## config.mk

```make
export PLATFORM = sky130hd
export DESIGN_NAME = reg_wb_arb
export DESIGN_NICKNAME = d
export VERILOG_FILES = /design/src/rtl/reg_wb_arb.sv
export SDC_FILE = /design/constraint.sdc
export NUM_CORES = 1
export LEC_CHECK = 0
export BUFFER_PORTS_ARGS = -buffer_cell sky130_fd_sc_hd__buf_2
export CORE_MARGIN = 2
export CORE_UTILIZATION = 50
export CTS_CLUSTER_SIZE = 16
export DETAILED_ROUTE_END_ITERATION = 7
export GPL_ROUTABILITY_DRIVEN = 0
export PLACE_DENSITY_LB_ADDON = 0.12
export SLEW_MARGIN = 40
export SYNTH_ARGS = -nofsm -noshare
export SYNTH_HDL_FRONTEND = slang
export SYNTH_SLANG_ARGS = --single-unit
```

## constraint.sdc

```tcl
create_clock -name clk -period 16.2 [get_ports clk]
set_clock_uncertainty 0.1 [all_clocks]
set_input_delay 4.05 -clock clk [delete_from_list [all_inputs] [get_ports clk]]
set_output_delay 4.05 -clock clk [all_outputs]
set_load 0.01 [all_outputs]
```

## src/rtl/reg_wb_arb.sv

```systemverilog
// Write-back arbiter: shares the register-file write port between
// NUM_SRC requesters with round-robin grant and a registered write.
// Ports: clk, rst (async active-high); src_valid/src_addr/src_data in,
// src_ready out (one-hot grant); wb_hold in; wb_en/wb_addr/wb_data/wb_src
// registered write to the register file; busy.
// Optional macro WB_FIXED_PRIO_EN: lowest valid index always wins and
// the round-robin pointer is removed.
module reg_wb_arb #(
    parameter int NUM_SRC = 3,
    parameter int ADDR_W  = 4,
    parameter int DATA_W  = 32
) (
    input  logic                      clk,
    input  logic                      rst,
    input  logic [NUM_SRC-1:0]        src_valid,
    input  logic [NUM_SRC*ADDR_W-1:0] src_addr,
    input  logic [NUM_SRC*DATA_W-1:0] src_data,
    output logic [NUM_SRC-1:0]        src_ready,
    input  logic                      wb_hold,
    output logic                      wb_en,
    output logic [ADDR_W-1:0]         wb_addr,
    output logic [DATA_W-1:0]         wb_data,
    output logic [1:0]                wb_src,
    output logic                      busy
);

    logic              w_found;
    logic [1:0]        w_gidx;
    logic              w_xfer;
    logic [ADDR_W-1:0] w_addr;
    logic [DATA_W-1:0] w_data;

`ifdef WB_FIXED_PRIO_EN
    always_comb begin
        w_found = 1'b0;
        w_gidx  = '0;
        for (int i = 0; i < NUM_SRC; i++) begin
            if (!w_found && src_valid[i]) begin
                w_found = 1'b1;
                w_gidx  = 2'(i);
            end
        end
    end
`else
    logic [1:0] r_rr_ptr;
    int         w_best;
    int         w_dist;

    // Pick the valid source closest to r_rr_ptr going upward with wrap.
    always_comb begin
        w_found = 1'b0;
        w_gidx  = '0;
        w_best  = NUM_SRC;
        w_dist  = 0;
        for (int i = 0; i < NUM_SRC; i++) begin
            if (i >= int'(r_rr_ptr)) w_dist = i - int'(r_rr_ptr);
            else                     w_dist = i + NUM_SRC - int'(r_rr_ptr);
            if (src_valid[i] && w_dist < w_best) begin
                w_best  = w_dist;
                w_found = 1'b1;
                w_gidx  = 2'(i);
            end
        end
    end
`endif

    // Grant is suppressed during reset and pipeline hold.
    assign w_xfer    = w_found && !wb_hold && !rst;
    assign src_ready = w_xfer ? (NUM_SRC'(1) << w_gidx) : '0;
    assign w_addr    = src_addr[w_gidx*ADDR_W +: ADDR_W];
    assign w_data    = src_data[w_gidx*DATA_W +: DATA_W];
    assign busy      = (|src_valid) || wb_en;

    always_ff @(posedge clk or posedge rst) begin
        if (rst) begin
            wb_en   <= 1'b0;
            wb_addr <= '0;
            wb_data <= '0;
            wb_src  <= '0;
        end else begin
            wb_en <= w_xfer;
            if (w_xfer) begin
                wb_addr <= w_addr;
                wb_data <= w_data;
                wb_src  <= w_gidx;
            end
        end
    end

`ifndef WB_FIXED_PRIO_EN
    always_ff @(posedge clk or posedge rst) begin
        if (rst) begin
            r_rr_ptr <= '0;
        end else if (w_xfer) begin
            if (int'(w_gidx) == NUM_SRC - 1) r_rr_ptr <= '0;
            else                             r_rr_ptr <= w_gidx + 2'd1;
        end
    end
`endif

endmodule
```

== After elaboration in Yosys (flattened, before gate mapping) ==
Cells that the tools add are included.

* Flip-flop bits (word level): 41
* Bits of input ports: 114
* Output and inout bits: 43
* Word-level logic and storage cells: 43

* Add/subtract/negate cells: 7
* $lt $le $gt $ge: 6
* Equal/unequal tests: 1
* Shifts and indexed selects: 3
* Multiplexer cells: 12
* Reduce and logical (&&, ||, !) cells: 9

{| class="wikitable"
|+ Operators with widths
! cell !! number
|-
| 2-to-1 mux 32 bit || 5
|-
| indexed part select 96 x 8 -> 32 bit || 1
|-
| < comparator 32 bit || 2
|-
| < comparator 32 x 3 -> 1 bit (second input constant) || 1
|-
| indexed part select 12 x 5 -> 4 bit || 1
|-
| subtractor 3 x 2 -> 4 bit (first input constant) || 2
|-
| subtractor 1 x 2 -> 3 bit (first input constant) || 2
|-
| subtractor 2 x 2 -> 3 bit (first input constant) || 2
|-
| logical AND 1 bit || 5
|-
| greater-or-equal comparator 1 x 2 -> 1 bit (first input constant) || 2
|-
| 2-to-1 mux 1 bit || 4
|-
| 2-to-1 mux 2 bit || 2
|-
| 2-to-1 mux 3 bit || 1
|-
| OR reduction 3 bit || 1
|-
| left shift 1 x 2 -> 3 bit (first input constant) || 1
|-
| adder 2 x 1 -> 2 bit (second input constant) || 1
|-
| equality test 2 bit (second input constant) || 1
|-
| greater-or-equal comparator 2 bit (first input constant) || 1
|-
| logical NOT 1 bit || 2
|-
| logical OR 1 bit || 1
|}

== Longest topological paths before layout ==
* Depth in word-level cells: 14
* Mapped depth: 19
* Depth with buffers taken out: 15

== Least setup slack after synthesis ==
OpenSTA, ideal clock, no wires.

* Kind: input-to-output
* Start point: in src_valid[0]
* End point: out src_ready[0]
* Arrival: 7.118 ns
* Data required time: 12.050 ns
* Path slack: 4.932 ns
* Stages: 16
* Buffers on the path: 4
* Cell sequence: nor2b_1 -> ha_1 -> nand2b_1 -> or2_1 -> o21ai_2 -> buf_2 -> buf_2 -> nand2_1 -> o21a_1 -> ha_1 -> o21ai_0 -> a21oi_1 -> clkbuf_1 -> clkbuf_1 -> nand2_1 -> nor4_1

* Cells in the longest elaborated chain, start to end: 11
* Elaborated cells between the ends (all ways): 16
* Those cells by class: order compare (2); shift (1); mux (8); reduce/logical (5)

{| class="wikitable"
|+ RTL lines
! element !! RTL line !! text
|-
| start, declared || 15 || <nowiki>input logic [NUM_SRC-1:0] src_valid,</nowiki>
|-
| logical AND 1 bit * || 58 || <nowiki>if (src_valid[i] && w_dist < w_best) begin</nowiki>
|-
| 2-to-1 mux 32 bit || 58 ||
|-
| < comparator 32 bit || 58 ||
|-
| logical AND 1 bit || 58 ||
|-
| 2-to-1 mux 32 bit || 58 ||
|-
| < comparator 32 bit || 58 ||
|-
| logical AND 1 bit || 58 ||
|-
| 2-to-1 mux 1 bit || 58 ||
|-
| logical AND 1 bit (2 in series) || 68 || <nowiki>assign w_xfer = w_found && !wb_hold && !rst;</nowiki>
|-
| 2-to-1 mux 3 bit * || 69 || <nowiki>assign src_ready = w_xfer ? (NUM_SRC'(1) << w_gidx) : '0;</nowiki>
|-
| end, declared || 18 || <nowiki>output logic [NUM_SRC-1:0] src_ready,</nowiki>
|}

Every way passes the cells marked *; elsewhere a longest branch is shown, timed or not.

== Final worst setup path ==
Same ends and word-level chain as after synthesis.

==> flow_metrics.tcl <==
set metrics [dict create \
    antenna_found_initial 0 \
    first_global_vias 3265 \
    worst_pin_slew_ns 0.765 \
    htreeDepth 2 \
    multi_input_area_um2 1940 \
    synth_top_family_by_area "compound AO/OA/AOI/OAI gates" \
    powerDensity_nw_per_um2 191 \
    irDropWorstVdd_v 0.0000937 \
    synth_top_cell_area_share_pct 32.1 \
    cts_tree "built" \
    vias 3515 \
    syn_nets 491 \
    crit_type "primary input to primary output" \
    final-seq-area_um2 1000 \
    rrSetupSlack_ns 11.09 \
    yosysUniqueCellTypes 43 \
    die_h_um 83.0 \
    syn_inst 367 \
    crit_path_start_kind "primary input" \
    synth-seq-cells 40 \
    maxCapViolCount 0 \
    async_reset_ff_share_pct 100 \
    post-synth-top-count-cell "nor2_1" \
    setup_tns_ns 0 \
    cts.sinks 40 \
    drive_gt1_share_pct 40.0 \
    grt_max_degree 62 \
    diodes 0 \
    nets 620 \
    post_drt_wl_per_cell_um 16.8 \
    clk_pin_slew_ns 0.07 \
    maxSlewViolCount 0 \
    num_rows 28 \
    clockRootBuffer "clkbuf_8" \
    hold_path_class "flip-flop to flip-flop" \
    synthFlopType "dfrtp_1" \
    fmax_ghz 0.0870 \
    slowest_delay_ns 0.59 \
    initial_core_util_pct 52.0 \
    synth_area_um2 3120 \
    cp_data_required_time_ns 12.05 \
    fin_crit_sh_pct 70.9 \
    antenna_left 0 \
    drt_iter0_markers 172 \
    die_x_um 83.0 \
    cts_setup_buffers 0 \
    yosys-top-cells-area "dfrtp_1 (32%), a31oi_1 (8.0%), a41o_1 (6.4%)" \
    final_cell_area_um2 3990 \
    dpl_cell_area_um2 3900 \
    crit_chain "buf_2 -> nor2b_1 -> ha_1 -> nand2b_1 -> or2_1 -> o21ai_4 -> nand2_1 -> o21a_1 -> ha_1 -> o21ai_0 -> a21oi_2 -> nand2_1 -> nor4_1 -> buf_2" \
    synthAdderAreaFrac_pct 4.01 \
    synth_edf_count 0 \
    max-slew-margin-rel_pct 49.0 \
    cts-resized-gates 0 \
    grt_overflow_total 0 \
    hold_viol 0 \
    crit_family "compound AO/OA/AOI/OAI gates" \
    synth_xor_area_share_pct 0 \
    design.portCount 157 \
    period_needed_ns 11.49 \
    status "complete, no violations" \
    grt_setup_unrepaired "false" \
    die_area_um2 6880 \
    setup_viol 0 \
    dr.pass1.iters 5 \
    drc_errors 0 \
    synth-simple-area-share_pct 15.3 \
    ys_seq_area_share_pct 32.1 \
    avgSynthCellArea_um2 8.50 \
    clk_latency_ns 0.29 \
    clock_path_buffers 2 \
    wl_mm 9.62 \
    cp_max_fo 19 \
    synth_mux_area_share_pct 5.78 \
    core-area_um2 5990 \
    crit_path_end_kind "primary output" \
    crit_buf_inv 2 \
    io_buffers 156 \
    leakagePower_nw 2.02 \
    hold_buffers 0 \
    cp_slowest_cell "a21oi_2" \
    cts_made_buffers 5 \
    yosysWarnings 0 \
    grt_pass1_wl_mm 15.6 \
    crit_arrival_ns 7.34 \
    synth_common_cells "nor2_1 (42), a31oi_1 (40), dfrtp_1 (40), clkbuf_1 (27), o21ai_0 (22)" \
    yosysTopAreaCell "dfrtp_1" \
    area_delta_synth_final_pct 28.0 \
    grt_usage_pct 27.5 \
    viasPerCell 6.15 \
    fill_cells 527 \
    post-dp-hpwl_mm 6.41 \
    synth-compound-area-share_pct 36.2 \
]
[registers in the layout (all words and copies together), names as in the netlist]
| register | count |
|---|---|
| r_rr_ptr | 2 |
| wb_addr | 4 |
| wb_data | 32 |
| wb_src | 1 |
| wb_en | 1 |
[stage by stage]
step	hold WS, ns	worst slack, ns	utilization [%]	std cells	power, mW
global route	0.439	4.43	66.6	572	0.826
finish	0.399	4.71	66.6	572	0.762
floorplan	0.418	4.93	-	367	0.551
CTS	0.398	4.75	66.6	572	0.760
global placement	0.380	4.95	64.9	563	0.676
detailed placement	0.369	4.82	65.0	564	0.689
[placed cells by master (no fill, tap or decap), types with 16 or more instances in the layout]
cell / netlist / final
mux2_2: 16 / 16
buf_2: 8 / 156
a31oi_1: 40 / 40
o211ai_1: 21 / 21
dfrtp_1: 40 / 40
o21ai_0: 22 / 22
a21oi_1: 18 / 17
nand2_1: 19 / 19
and3_1: 21 / 21
nor2_1: 42 / 41
a41o_1: 20 / 20
[path summary, 6_finish.rpt]
path	from	endpoint	cells past startpoint
worst max-delay path	src_valid[0]	src_ready[0]	14
worst min-delay path	wb_src[1]$_DFFE_PP0P_	wb_src[1]$_DFFE_PP0P_	1
worst max register to register	r_rr_ptr[1]$_DFFE_PP0P_	wb_data[20]$_DFFE_PP0P_	15
worst min register to register	wb_src[1]$_DFFE_PP0P_	wb_src[1]$_DFFE_PP0P_	1
max in group asynchronous	rst	wb_data[22]$_DFFE_PP0P_	3
min in group asynchronous	rst	wb_data[8]$_DFFE_PP0P_	3
[report_power, final]
group / internal, mW / switching [mW]
clock: 0.0346 / 0.0346
combinational: 0.210 / 0.299
sequential: 0.148 / 0.0353
[cell families (layout without fill, tap and decap cells)]
logic type	after synthesis	count (layout)
AO/OA/AOI/OAI	154	154
adder cells (fa/ha/maj)	10	10
buffers and inverters	47	177
flip-flops	40	40
multiplexers	16	16
AND/OR/NAND/NOR	100	100
[per-layer routing]
layer	global-route usage (%)	wire (um)	share of wire, %	vias to the layer above
met1	36.2	4010	42	1647
met4	9.09	129	1.3	0
met3	5.27	767	8.0	12
li1	-	-	-	1669
met2	45.5	4710	49	187
met5	0	0	0	-
[cell type report]
type,count,share of cell area (%)
multi-input combinational,280,48.7
sequential,40,25.1
timing repair buffer,164,21.1
tap,75,2.35
clock buffer,7,2.16
inverter,5,0.470
clock inverter,1,0.188
Note: power is estimated with default switching activity, not from simulation.
